==> config.mk <==
export PLATFORM = sky130hd
export DESIGN_NAME = regfile_ifc
export DESIGN_NICKNAME = d
export VERILOG_FILES = /design/src/rtl/regfile_pkg.sv /design/src/rtl/regfile_init_seq.sv /design/src/rtl/regfile_ifc.sv
export SDC_FILE = /design/constraint.sdc
export NUM_CORES = 1
export LEC_CHECK = 0
export ABC_CLOCK_PERIOD_IN_PS = 3000
export CAP_MARGIN = 20
export CELL_PAD_IN_SITES_DETAIL_PLACEMENT = 1
export CELL_PAD_IN_SITES_GLOBAL_PLACEMENT = 1
export CORE_MARGIN = 5
export CORE_UTILIZATION = 30
export DETAILED_ROUTE_END_ITERATION = 12
export GPL_TIMING_DRIVEN = 1
export PLACE_DENSITY_LB_ADDON = 0.1
export SLEW_MARGIN = 20
export SYNTH_ARGS = -nofsm -noshare
export SYNTH_HDL_FRONTEND = slang
export SYNTH_SLANG_ARGS = --single-unit
export TNS_END_PERCENT = 20
==> constraint.sdc <==
create_clock -name CLK -period 3 [get_ports CLK]
set_input_delay 0.6 -clock CLK [delete_from_list [all_inputs] [get_ports CLK]]
set_output_delay 0.6 -clock CLK [all_outputs]
set_load 0.02 [all_outputs]
==> src/rtl/regfile_pkg.sv <==
// Shared types, default sizes and address-width helper for the regfile_ifc block.
package regfile_pkg;

  localparam int DEFAULT_DATA_W = 1;
  localparam int DEFAULT_DEPTH  = 8;

  typedef enum logic {
    ST_INIT  = 1'b0,
    ST_READY = 1'b1
  } state_t;

  // A depth of 1 would give a zero-width address; clamp to one bit.
  function automatic int addr_w_for(input int depth);
    return (depth > 1) ? $clog2(depth) : 1;
  endfunction

endpackage

==> src/rtl/regfile_init_seq.sv <==
// Zeroing-sweep sequencer: walks every entry once after reset or a clear request,
// then parks in READY until the next clear.
//
// state    | meaning
// ST_INIT  | sweep in progress, one entry zeroed per cycle, host methods blocked
// ST_READY | storage usable, read/write methods accepted
module regfile_init_seq
  import regfile_pkg::*;
#(
  parameter  int DEPTH  = DEFAULT_DEPTH,
  localparam int ADDR_W = addr_w_for(DEPTH)
) (
  input  logic              CLK,
  input  logic              RST,
  input  logic              clear_en,
  output logic              init_busy,
  output logic [ADDR_W-1:0] sweep_idx,
  output logic              sweep_we
);

  localparam logic [ADDR_W-1:0] LAST_IDX = ADDR_W'(DEPTH - 1);

  state_t state;

  always_ff @(posedge CLK or posedge RST) begin
    if (RST) begin
      state     <= ST_INIT;
      sweep_idx <= '0;
      init_busy <= 1'b1;
    end else begin
      case (state)
        ST_INIT: begin
          if (sweep_idx == LAST_IDX) begin
            state     <= ST_READY;
            sweep_idx <= '0;
            init_busy <= 1'b0;
          end else begin
            sweep_idx <= sweep_idx + ADDR_W'(1);
          end
        end
        ST_READY: begin
          if (clear_en) begin
            state     <= ST_INIT;
            sweep_idx <= '0;
            init_busy <= 1'b1;
          end
        end
        default: begin
          state     <= ST_INIT;
          sweep_idx <= '0;
          init_busy <= 1'b1;
        end
      endcase
    end
  end

  // The sweep writes on every INIT cycle, including while reset is held.
  assign sweep_we = init_busy;

endmodule

==> src/rtl/regfile_ifc.sv <==
// Parametrised register file with enable/ready write and read methods, a registered
// read response and a zeroing sweep. Optional macro REGFILE_BYPASS_EN: write-first
// same-address reads (default build is read-first).
module regfile_ifc
  import regfile_pkg::*;
#(
  parameter  int DATA_W = DEFAULT_DATA_W,
  parameter  int DEPTH  = DEFAULT_DEPTH,
  localparam int ADDR_W = addr_w_for(DEPTH)
) (
  input  logic              CLK,
  input  logic              RST,
  input  logic [ADDR_W-1:0] write_address,
  input  logic [DATA_W-1:0] write_data,
  input  logic              write_en,
  output logic              write_rdy,
  input  logic [ADDR_W-1:0] read_address,
  input  logic              read_en,
  output logic [DATA_W-1:0] read_data,
  output logic              read_valid,
  output logic              read_rdy,
  input  logic              clear_en,
  output logic              init_busy
);

  logic [DATA_W-1:0] mem [DEPTH];

  logic [ADDR_W-1:0] sweep_idx;
  logic              sweep_we;
  logic              host_ok;
  logic              wr_in_range;
  logic              rd_in_range;
  logic              wr_ok;
  logic              rd_ok;
  logic [DATA_W-1:0] rd_word;

  regfile_init_seq #(.DEPTH(DEPTH)) u_init_seq (
    .CLK       (CLK),
    .RST       (RST),
    .clear_en  (clear_en),
    .init_busy (init_busy),
    .sweep_idx (sweep_idx),
    .sweep_we  (sweep_we)
  );

  assign write_rdy = ~init_busy;
  assign read_rdy  = ~init_busy;

  // A clear in the same cycle wins over both host methods.
  assign host_ok     = ~init_busy & ~clear_en;
  assign wr_in_range = 32'(write_address) < DEPTH;
  assign rd_in_range = 32'(read_address) < DEPTH;
  assign wr_ok       = write_en & host_ok & wr_in_range;
  assign rd_ok       = read_en & host_ok;

  always_ff @(posedge CLK) begin
    if (sweep_we) begin
      mem[sweep_idx] <= '0;
    end else if (wr_ok) begin
      mem[write_address] <= write_data;
    end
  end

  always_comb begin
    rd_word = '0;
    if (rd_in_range) begin
      rd_word = mem[read_address];
`ifdef REGFILE_BYPASS_EN
      if (wr_ok && (write_address == read_address)) begin
        rd_word = write_data;
      end
`endif
    end
  end

  always_ff @(posedge CLK or posedge RST) begin
    if (RST) begin
      read_valid <= 1'b0;
      read_data  <= '0;
    end else begin
      read_valid <= rd_ok;
      if (rd_ok) begin
        read_data <= rd_word;
      end
    end
  end

endmodule

==> impl_results.md, run 1 <==
* Status: complete, no violations
* R2R setup slack at 1.29 ns
* EDFF count, synth at 8
* Total grt overflow at 0
* Crit path from: clear_en
* Row count at 18
* CTS buffer count at 3
* Leading area contributor after synthesis: edfxtp_1
* WP data arrival at 2.19 ns
* Clock Skew at 0.0116 ns
* Gr busiest metal: met2
* Startpoint class of the critical path: input pin
* R2R depth at 3
* Via density at 4.94
* Mapped Avg Cell Area at 12.6 um^2
* Max-cap violations at 0
* Initial Util at 0.310
* DR WL/cell at 14.0 um
* Pwr dens at 853 nW/um^2
* Placed insts at 102
* First-pass DRT Iterations at 3
* Longest Clk Path Bufs at 2
* Crit path kind: in2reg
* Die area at 3620 um^2
* Initial antenna violation count at 0
* GR Layer Usage met2 at 0.147
* Placeable Area at 2430 um^2
* CTS HTree Levels at 1
* Routability cong. at 0.721
* Worst flop-to-flop path endpoint: mem[0]
* CP max stage delay at 0.58 ns
* Ports at 17
* Worst-path clk slew at 0.09 ns
* PortBufs at 16
* Max Fclk at 452 MHz
* Aggregate global-route resource usage at 0.0917
* Slew headroom at 0.765
* Share of cells above drive strength 1 at 0.118
* Max FO, Critical Path at 8
* Least-Margin Pin Slew at 0.343 ns
* Mapped Cells at 60
* Ys Warns at 0
* Final Hold Viols at 0
* Synth unique cells at 21
* CP Data Required Time at 2.98 ns
* Fin crit period at 2.21 ns
* Share of the synthesized area in the top cell type at 0.318
* Setup bufs post-CTS at 0
* Final net count at 91
* Die height at 60.2 um
* Largest net degree at the start of global routing at 10
* Peak supply drop at 387 uV
* DP HPWL at 1180 um
* Grt met1 use at 0.103
* Cts repair resizes at 0
* Number of hold buffers added after cts at 0
* Sequential cell area fraction in the yosys report at 0.552
* Predominant post-synthesis flop cell: edfxtp_1
* Global-route wire length before repair at 2350 um
* Worst Path Buf+Inv at 1
* Design Power at 0.815 mW
* Most common library cells after synthesis: edfxtp_1 (8), nor3_1 (8), mux2i_1 (7)
* Post-DRT Antenna Nets at 0
* Util after Layout at 0.393
* Leak at 0.369 nW
* Routed vias at 524
* Synth area leaders: edfxtp_1 (32%), dfrtp_1 (20%), mux2i_1 (9.3%)
* Diodes inserted at 0
* Top Family by Delay on Critical Path: buffers and inverters
* Root Driver: clkbuf_4
* Vias in the first global route at 545
* DRC at 0
* CP max stage cell: clkdlybuf4s50_1
* Die W at 60.2 um
* Final Instance Count excl. Fillers at 106
* Met3 global-route usage at 0.0259
* Final period util at 0.737
* Hold WS at 0.527 ns
* Setup Viol. Count Final at 0
* Cell Area, Synth at 754 um^2
* Worst-path cell chain: clkdlybuf4s50_1 > nor3b_4 > mux2_2 > nor3_1
* # clock sinks at 15
* Crit. End Element: flop
* Min-delay worst type: in2async
* Mapped Nets at 74
* Later-pin clock latency in the skew report at 0.29 ns
* RSZ-0062 raised after global routing: no
* Final WL at 1480 um
* Slew Viols, Final at 0
* DR iter-0 viols at 11
* Setup TNS at 0 ns
* Post-synth ARST share at 0.467
* R2R Path Start: u_init_seq.init_busy
* CTS tree: built
* Area growth, synth to finish at 26.7%
* Yosys reg bits at 15
==> flip-flops by register name, summed over array words and instances, names as in the netlist <==
name and cells:
u_init_seq.sweep_idx 3, mem 8, u_init_seq.init_busy 1, read_data 1, u_init_seq.state 1, read_valid 1
==> worst max-delay path by stage <==
stage	to	slack [ns]	cells past startpoint
CTS	mem[0]	0.79	4
global placement	mem[1]	0.48	4
finish	mem[0]	0.79	4
global route	mem[0]	0.71	4
detailed placement	mem[0]	0.48	4
floorplan	mem[4]	1.09	4
==> layout by cell type (no fill, tap or decap) <==
cell             Yosys  routed
a21oi_1              5       5
inv_1                5       5
dfstp_2              1       1
mux4_2               1       1
o2bb2ai_1            1       1
nor4bb_1             1       1
clkbuf_1             0       1
mux2_2               3       3
ha_1                 2       2
and2_1               1       1
nor3b_1              1       1
nor3_1               8       8
nand2_1              1       1
edfxtp_1             8       8
dfrtp_1              6       6
nor4b_1              1       1
a22o_1               1       1
mux2i_1              7       7
nor3b_4              1       1
clkdlybuf4s50_1      0      16
nor2_1               2       2
clkbuf_4             0       3
==> final cells by class <==
| class | instances | area [um^2] |
|---|---|---|
| fill | 275 | 1480 |
| inverter | 5 | 18.8 |
| sequential | 15 | 417 |
| multi-input combinational | 36 | 297 |
| tap | 30 | 37.5 |
| timing repair buffer | 16 | 160 |
| clock buffer | 4 | 26.3 |
==> cell families (layout without fill, tap and decap cells) <==
family          count (synthesis)  in the layout  share of synthesized area
buf+inv                         9             25                     0.0547
flops                          15             15                      0.552
mux                            11             11                      0.167
simple gates                   16             16                      0.136
fa+ha+maj                       2              2                     0.0332
compound gates                  7              7                     0.0564
==> metal layers <==
metal  vias to the layer above  part of all wire  routed length, um
met5                         -                 0                  0
met2                        13              0.46                685
li1                        248                 -                  -
met1                       258              0.43                642
met3                         5             0.071                105
met4                         0             0.031                 46
==> power breakdown <==
part           total, mW  switching [mW]  internal [mW]
clock network      0.117          0.0655         0.0517
logic              0.343           0.178          0.165
registers          0.355          0.0586          0.296
==> through the flow <==
step	setup slack, ns	area [um^2]
2_1_floorplan	1.09	754
3_3_place_gp	0.480	930
3_5_place_dp	0.480	930
4_1_cts	0.791	956
5_1_grt	0.712	956
6_report	0.789	956
Note: power is estimated with default switching activity, not from simulation.
==> inputs of run 2 (changes only) <==
--- a/config.mk
+++ b/config.mk
@@ -5,7 +5,7 @@
 export SDC_FILE = /design/constraint.sdc
 export NUM_CORES = 1
 export LEC_CHECK = 0
-export ABC_CLOCK_PERIOD_IN_PS = 3000
+export ABC_CLOCK_PERIOD_IN_PS = 2050
 export CAP_MARGIN = 20
 export CELL_PAD_IN_SITES_DETAIL_PLACEMENT = 1
 export CELL_PAD_IN_SITES_GLOBAL_PLACEMENT = 1
==> constraint.sdc (replaced) <==
create_clock -name CLK -period 2.05 [get_ports CLK]
set_input_delay 0.41 -clock CLK [delete_from_list [all_inputs] [get_ports CLK]]
set_output_delay 0.41 -clock CLK [all_outputs]
set_load 0.02 [all_outputs]
==> impl_results.md, run 2 (synthesized netlist as in run 1, its figures left out) <==
* Setup bufs post-CTS at 0
* Share of cells above drive strength 1 at 0.154
* Die area at 3620 um^2
* Routability cong. at 0.749
* Total grt overflow at 0
* Later-pin clock latency in the skew report at 0.28 ns
* Ports at 17
* CTS buffer count at 3
* Max-cap violations at 0
* DP HPWL at 1150 um
* Routed vias at 504
* CTS HTree Levels at 1
* Final WL at 1440 um
* DRC at 0
* RSZ-0062 raised after global routing: no
* Die height at 60.2 um
* Startpoint class of the critical path: flop
* Commonest non-fill, non-tap cells in the layout: clkdlybuf4s50_1 (16), nor3_1 (8), edfxtp_1 (8)
* Global-route wire length before repair at 2530 um
* Top Family by Delay on Critical Path: flip-flops
* Initial antenna violation count at 0
* Final net count at 93
* Placeable Area at 2430 um^2
* Clock Skew at 0.00513 ns
* Row count at 18
* Worst-path cell chain: clkdlybuf4s50_1
* Crit. End Element: primary output
* Largest Register: mem
* Longest Clk Path Bufs at 2
* Worst Path Buf+Inv at 1
* PortBufs at 16
* Fillers at 270
* Biggest regs: mem: 8 flops, u_init_seq.sweep_idx: 3 flops
* Via density at 4.67
* Cts repair resizes at 0
* Max FO, Critical Path at 9
* Aggregate global-route resource usage at 0.0954
* Root Driver: clkbuf_4
* Multi-input logic area at 297 um^2
* Post-Layout Inst Area at 972 um^2
* CP max stage cell: dfstp_2
* WP data arrival at 1.56 ns
* Crit path kind: reg2out
* Placed inst area at 945 um^2
* Status: complete, no violations
* Vias in the first global route at 546
* Number of hold buffers added after cts at 0
* Fin crit period at 1.97 ns
* Initial Util at 0.310
* Slew headroom at 0.750
* Post-DRT Antenna Nets at 0
* CTS tree: built
* Worst-path clk slew at 0.09 ns
* Pwr dens at 1220 nW/um^2
* # clock sinks at 15
* First-pass DRT Iterations at 4
* Area growth, synth to finish at 28.9%
* Final Hold Viols at 0
* CP Data Required Time at 1.64 ns
* Max Fclk at 507 MHz
* DR WL/cell at 13.4 um
* Leading cell type in the layout, fill and taps excluded: clkdlybuf4s50_1
* Setup Viol. Count Final at 0
* Diodes inserted at 0
* Peak supply drop at 552 uV
* Leak at 0.382 nW
* Die W at 60.2 um
* CP max stage delay at 0.64 ns
* Final period util at 0.962
* Number of flip-flops in the largest register at 8
* Min-delay worst type: in2async
* Hold WS at 0.347 ns
* Least-Margin Pin Slew at 0.365 ns
* DR iter-0 viols at 20
* Slew Viols, Final at 0
* FF/Latch Area at 417 um^2
* Largest net degree at the start of global routing at 10
-- run 2: layer usage --
layer | track usage | part of all wire
met1 | 0.131 | 0.49
met5 | 0 | 0
met2 | 0.145 | 0.45
met4 | 0.0190 | 0
met3 | 0.0324 | 0.064
-- run 2: final timing paths --
kind | endpoint | startpoint | cells after the start | slack [ns]
max | init_busy | u_init_seq.init_busy | 1 | 0.08
min | read_valid | RST | 2 | 0.35
max reg2reg | mem[7] | u_init_seq.init_busy | 4 | 0.39
min reg2reg | read_data | read_data | 2 | 0.53
max in group asynchronous | u_init_seq.init_busy | RST | 2 | 1.43
min in group CLK | read_data | read_data | 2 | 0.53
-- run 2: area by class of cell --
cell class,count,area share
clock buffer,3,0.0232
inverter,5,0.0193
tap,30,0.0386
sequential,15,0.429
multi-input combinational,36,0.305
timing repair buffer,18,0.180
clock inverter,1,0.00515
-- run 2: power breakdown --
group | total (mW) | switching (mW) | internal, mW
logic | 0.507 | 0.262 | 0.245
clock network | 0.167 | 0.0948 | 0.0723
registers | 0.516 | 0.0822 | 0.434
-- run 2: metrics by stage --
step	setup slack, ns	setup TNS (ns)	instances	util	power (mW)
final	0.0779	0	108	0.400	1.19
after floorplan	0.315	0	60	-	0.864
after CTS	0.0611	0	108	0.400	1.21
after detailed placement	-0.0830	-0.312	104	0.388	1.03
after global placement	-0.0418	-0.162	104	0.388	1.03
after global routing	0.0104	0	108	0.400	1.30
